**config.mk**
```make
export PLATFORM = sky130hd
export DESIGN_NAME = rr_mux_arbiter
export DESIGN_NICKNAME = d
export VERILOG_FILES = /design/src/rtl/rr_mux_arbiter.sv
export SDC_FILE = /design/constraint.sdc
export NUM_CORES = 1
export LEC_CHECK = 0
export ABC_AREA = 1
export CAP_MARGIN = 20
export CORE_MARGIN = 2
export CORE_UTILIZATION = 43
export DETAILED_ROUTE_END_ITERATION = 16
export PLACE_DENSITY = 0.82
export RECOVER_POWER = 50
export SYNTH_ARGS = -nofsm -noshare
export SYNTH_HDL_FRONTEND = slang
export SYNTH_SLANG_ARGS = --single-unit
export TNS_END_PERCENT = 10
```
**constraint.sdc**
```tcl
create_clock -name clk -period 1.75 [get_ports clk]
set_input_delay 0.35 -clock clk [delete_from_list [all_inputs] [get_ports clk]]
set_output_delay 0.35 -clock clk [all_outputs]
set_load 0.1 [all_outputs]
```
**src/rtl/rr_mux_arbiter.sv**
```systemverilog
// rr_mux_arbiter: round-robin arbiter in front of a shared 4:1 data mux.
// One requester holds the mux at a time. Its tenure ends when it drops its
// request or after MAX_HOLD accepted transfers, followed by one IDLE cycle
// in which the next winner is chosen, searching from the last grantee + 1.

module rr_mux_arbiter #(
    parameter int WIDTH    = 8,
    parameter int MAX_HOLD = 4
) (
    input  logic             clk,
    input  logic             rst_n,
    input  logic [3:0]       req,
    input  logic [WIDTH-1:0] d0,
    input  logic [WIDTH-1:0] d1,
    input  logic [WIDTH-1:0] d2,
    input  logic [WIDTH-1:0] d3,
    input  logic             ready,
    output logic [3:0]       gnt,
    output logic [1:0]       sel,
    output logic [WIDTH-1:0] y,
    output logic             valid,
    output logic             busy
);

    typedef enum logic {
        IDLE  = 1'b0,
        GRANT = 1'b1
    } state_t;

    localparam logic [3:0] HOLD_LAST = 4'(MAX_HOLD - 1);

    state_t           state_q, state_d;
    logic [3:0]       gnt_q, gnt_d;
    logic [1:0]       sel_q, sel_d;
    logic [1:0]       last_q, last_d;
    logic [3:0]       hold_cnt_q, hold_cnt_d;

    logic             found;
    logic [1:0]       winner;
    logic [1:0]       idx;
    logic             xfer;
    logic [WIDTH-1:0] mux_out;

    // Rotating priority search: last+1, last+2, last+3, then last itself.
    always_comb begin
        found  = 1'b0;
        winner = last_q;
        idx    = last_q;
        for (int k = 1; k <= 4; k++) begin
            idx = last_q + 2'(k);
            if (!found && req[idx]) begin
                found  = 1'b1;
                winner = idx;
            end
        end
    end

    // Combinational 4:1 data mux driven by the registered select.
    always_comb begin
        mux_out = '0;
        case (sel_q)
            2'd0:    mux_out = d0;
            2'd1:    mux_out = d1;
            2'd2:    mux_out = d2;
            default: mux_out = d3;
        endcase
    end

    assign busy  = (state_q == GRANT);
    assign valid = busy && req[sel_q];
    assign y     = busy ? mux_out : '0;
    assign gnt   = gnt_q;
    assign sel   = sel_q;
    assign xfer  = valid && ready;

    // Next-state logic: arbitrate in IDLE, count transfers and release in GRANT.
    always_comb begin
        state_d    = state_q;
        gnt_d      = gnt_q;
        sel_d      = sel_q;
        last_d     = last_q;
        hold_cnt_d = hold_cnt_q;
        case (state_q)
            IDLE: begin
                gnt_d = 4'b0000;
                if (found) begin
                    gnt_d      = 4'b0001 << winner;
                    sel_d      = winner;
                    hold_cnt_d = 4'd0;
                    state_d    = GRANT;
                end
            end
            GRANT: begin
                if (!req[sel_q] || (xfer && hold_cnt_q == HOLD_LAST)) begin
                    last_d     = sel_q;
                    gnt_d      = 4'b0000;
                    hold_cnt_d = 4'd0;
                    state_d    = IDLE;
                end else if (xfer) begin
                    hold_cnt_d = hold_cnt_q + 4'd1;
                end
            end
            default: begin
                state_d    = IDLE;
                gnt_d      = 4'b0000;
                hold_cnt_d = 4'd0;
            end
        endcase
    end

    // State registers; last resets to 3 so requester 0 wins first.
    always_ff @(posedge clk or negedge rst_n) begin
        if (!rst_n) begin
            state_q    <= IDLE;
            gnt_q      <= 4'b0000;
            sel_q      <= 2'd0;
            last_q     <= 2'd3;
            hold_cnt_q <= 4'd0;
        end else begin
            state_q    <= state_d;
            gnt_q      <= gnt_d;
            sel_q      <= sel_d;
            last_q     <= last_d;
            hold_cnt_q <= hold_cnt_d;
        end
    end

endmodule
```
==> metrics.md <==
| Metric | Value |
|---|---|
| Status | `finished with violations` |
| Failing checks | `setup timing` |
| Worst setup SP type | `flip-flop` |
| Initial core utilization | `44.79%` |
| DRT iter0 DRCs | `50` |
| Clk buf depth | `2` |
| #FFs+latches synth | `13` |
| GPL Wtd Cong | `0.8334` |
| Mapped Cells | `221` |
| # port buffers | `54` |
| # hold bufs at CTS | `0` |
| Synth area leaders | `nand2_1 (29%), dfrtp_1 (20%), inv_1 (7.0%)` |
| Pre-CTS setup slack | `-189.1 ps` |
| Syn Nets | `261` |
| Clk Latency, worst-skew pair | `270 ps` |
| Row cnt | `20` |
| Setup-failing EPs final | `9` |
| Worst-Margin Slew | `391.3 ps` |
| Top Ports | `55` |
| CTS sink count | `13` |
| Share of cells above drive strength 1 | `33.33%` |
| Hold_ws | `375.6 ps` |
| Mapped Area | `1345 sq um` |
| Area growth from synthesis to layout | `72.74%` |
| Post-synth top area cell | `nand2_1` |
| Vias | `1,596` |
| DR pass1 iterations | `4` |
| Synth cell count leaders | `nand2_1 (105), inv_1 (25), nand3_1 (14)` |
| Ys async rst share | `100.0%` |
| Seq/Total Area, Yosys | `24.37%` |
| Synth cell types | `24` |
| Antenna-violating nets left | `0` |
| Post-synth EDFFs | `0` |
| Fin crit share | `109.8%` |
| Post-route DRC | `0` |
| Antenna Cells | `0` |
| CP Capture Type | `output port` |
| Chip height | `59.93 um` |
| Worst hold-check path type | `input pin to async pin` |
| Worst-path clk slew | `80 ps` |
| Core area | `3003 sq um` |
| Storage element area | `339.1 sq um` |
| Setup ws final | `-171.8 ps` |
| Crit path time final | `1922 ps` |
| FMAX | `520.3 MHz` |
| YS warnings | `0` |
| Post-Route WL | `3.982 mm` |
| Max-Cap Viols | `0` |
| Number of global-route vias before repair | `1,503` |
| Nets@finish | `335` |
| RSZ-0062 raised after global routing | `yes` |
| Tot GR Track Use | `22.76%` |
| Initial antenna violation count | `0` |
| Top-count cell post-synth | `nand2_1` |
| Detailed-placement wirelength estimate | `3.312 mm` |
| Clock Skews | `1.997 ps` |
| Footprint of the multi-input gates | `900.9 sq um` |
| Worst path required time | `1400 ps` |
| Max-slew violation count | `0` |
| Max_slew headroom | `73.91%` |
| Avg Inst Size Synth | `6.086 sq um` |
| Average vias per placed instance | `4.881` |
| Clock root buffer | `clkbuf_4` |
| CTS tree | `built` |
| Pin count of the biggest net entering global routing | `17` |
| Critical path class | `flip-flop to output port` |
| Worst EP arrival | `1570 ps` |
| Full die area | `3592 sq um` |
| Die W | `59.93 um` |
| Top-area cell type share of the netlist area | `29.30%` |
| First-pass GRT wire length | `6.230 mm` |
| Final Hold Vio Count | `0` |
| Crit path max fanout | `7` |
| Total CTS buffers | `3` |
| H-tree Lvls | `1` |
| WL/cell | `12.18 um` |
| Ys flop type | `dfrtp_1` |
| GRT Residual Overflow | `0` |
| Filler instances | `228` |
[state kept, by name (all words and copies together) (netlist names)]
register / flops
hold_cnt_q: 4
gnt: 4
last_q: 2
sel: 2
busy: 1
[worst max-delay path, cell delays in order, from the launching register on]
cell and delay, ps:
dfrtp_4 540, nor2_2 220, nand2_1 80, nand4_1 120
nand2_2 90, clkinvlp_4 90, buf_12 160
[path summary, 6_finish.rpt]
check | start | slack, ps | depth (start not counted) | to
max reg2reg | last_q[0]$_DFFE_PN1P_ | 40 | 12 | gnt[3]$_DFFE_PN0P_
min in group clk | gnt[2]$_DFFE_PN0P_ | 560 | 2 | gnt[2]$_DFFE_PN0P_
min reg2reg | gnt[2]$_DFFE_PN0P_ | 560 | 2 | gnt[2]$_DFFE_PN0P_
max in group asynchronous | rst_n | 770 | 2 | gnt[3]$_DFFE_PN0P_
min | rst_n | 380 | 1 | sel[1]$_DFFE_PN0P_
max | sel[0]$_DFFE_PN0P_ | -170 | 6 | y[4]
[cells in the final DEF (no fill, tap or decap), drive strengths merged]
master / synthesis / routed
o21ai: 6 / 6
ha: 1 / 1
o21bai: 1 / 1
o31ai: 1 / 1
buf: 3 / 34
nand2: 120 / 120
dlygate4sd2: 0 / 1
o2111ai: 2 / 2
clkbuf: 2 / 5
nand4: 10 / 10
nor2: 12 / 13
clkdlybuf4s50: 0 / 36
dfstp: 2 / 2
xor2: 2 / 2
dlygate4sd3: 0 / 1
a21oi: 1 / 1
inv: 31 / 22
clkinvlp: 0 / 9
dfrtp: 11 / 11
nand3: 16 / 16
[repair_timing]
item                       CTS  global route
pin swaps                    1             1
cloned                       1             0
buffers inserted             2             0
setup endpoints to repair    9            19
gates resized for setup     13             7
[layer usage]
metal	global-route usage, %	part of all wire [%]	wire length (um)	up-vias
met5	0	0	0	-
met4	6.032	0.63	25	0
met3	5.411	9.4	373	4
met2	42.24	49	1956	52
met1	25.67	41	1626	709
li1	-	-	-	831
[stage by stage]
| stage | instance area, sq um | std cells | TNS [ps] | util (%) |
|---|---|---|---|---|
| global placement | 2236 | 320 | -1127 | 74.46 |
| finish | 2323 | 327 | -1349 | 77.38 |
| floorplan | 1398 | 221 | -1067 | - |
| detailed placement | 2236 | 320 | -1829 | 74.46 |
| CTS | 2307 | 327 | -1542 | 76.83 |
| global route | 2323 | 327 | -2519 | 77.38 |
[final cells by class]
class	instances	area share, %
clock buffers	4	1.131
inverters	31	7.108
multi-input cells	173	38.77
flip-flops and latches	13	14.59
well taps	33	1.777
repair buffers	73	36.62
[cell families after synthesis]
family	Yosys count	share of synthesized area, %
AOI/OAI and AO/OA	11	5.395
xor gates and xnor gates	2	1.303
adders and majority gates	1	0.9301
buffers and inverters	36	11.91
DFF	13	24.37
and+or+nand+nor	158	56.09
Power is not shown: default switching activity piles up to over one toggle a cycle in this logic, so the estimate is an artifact.
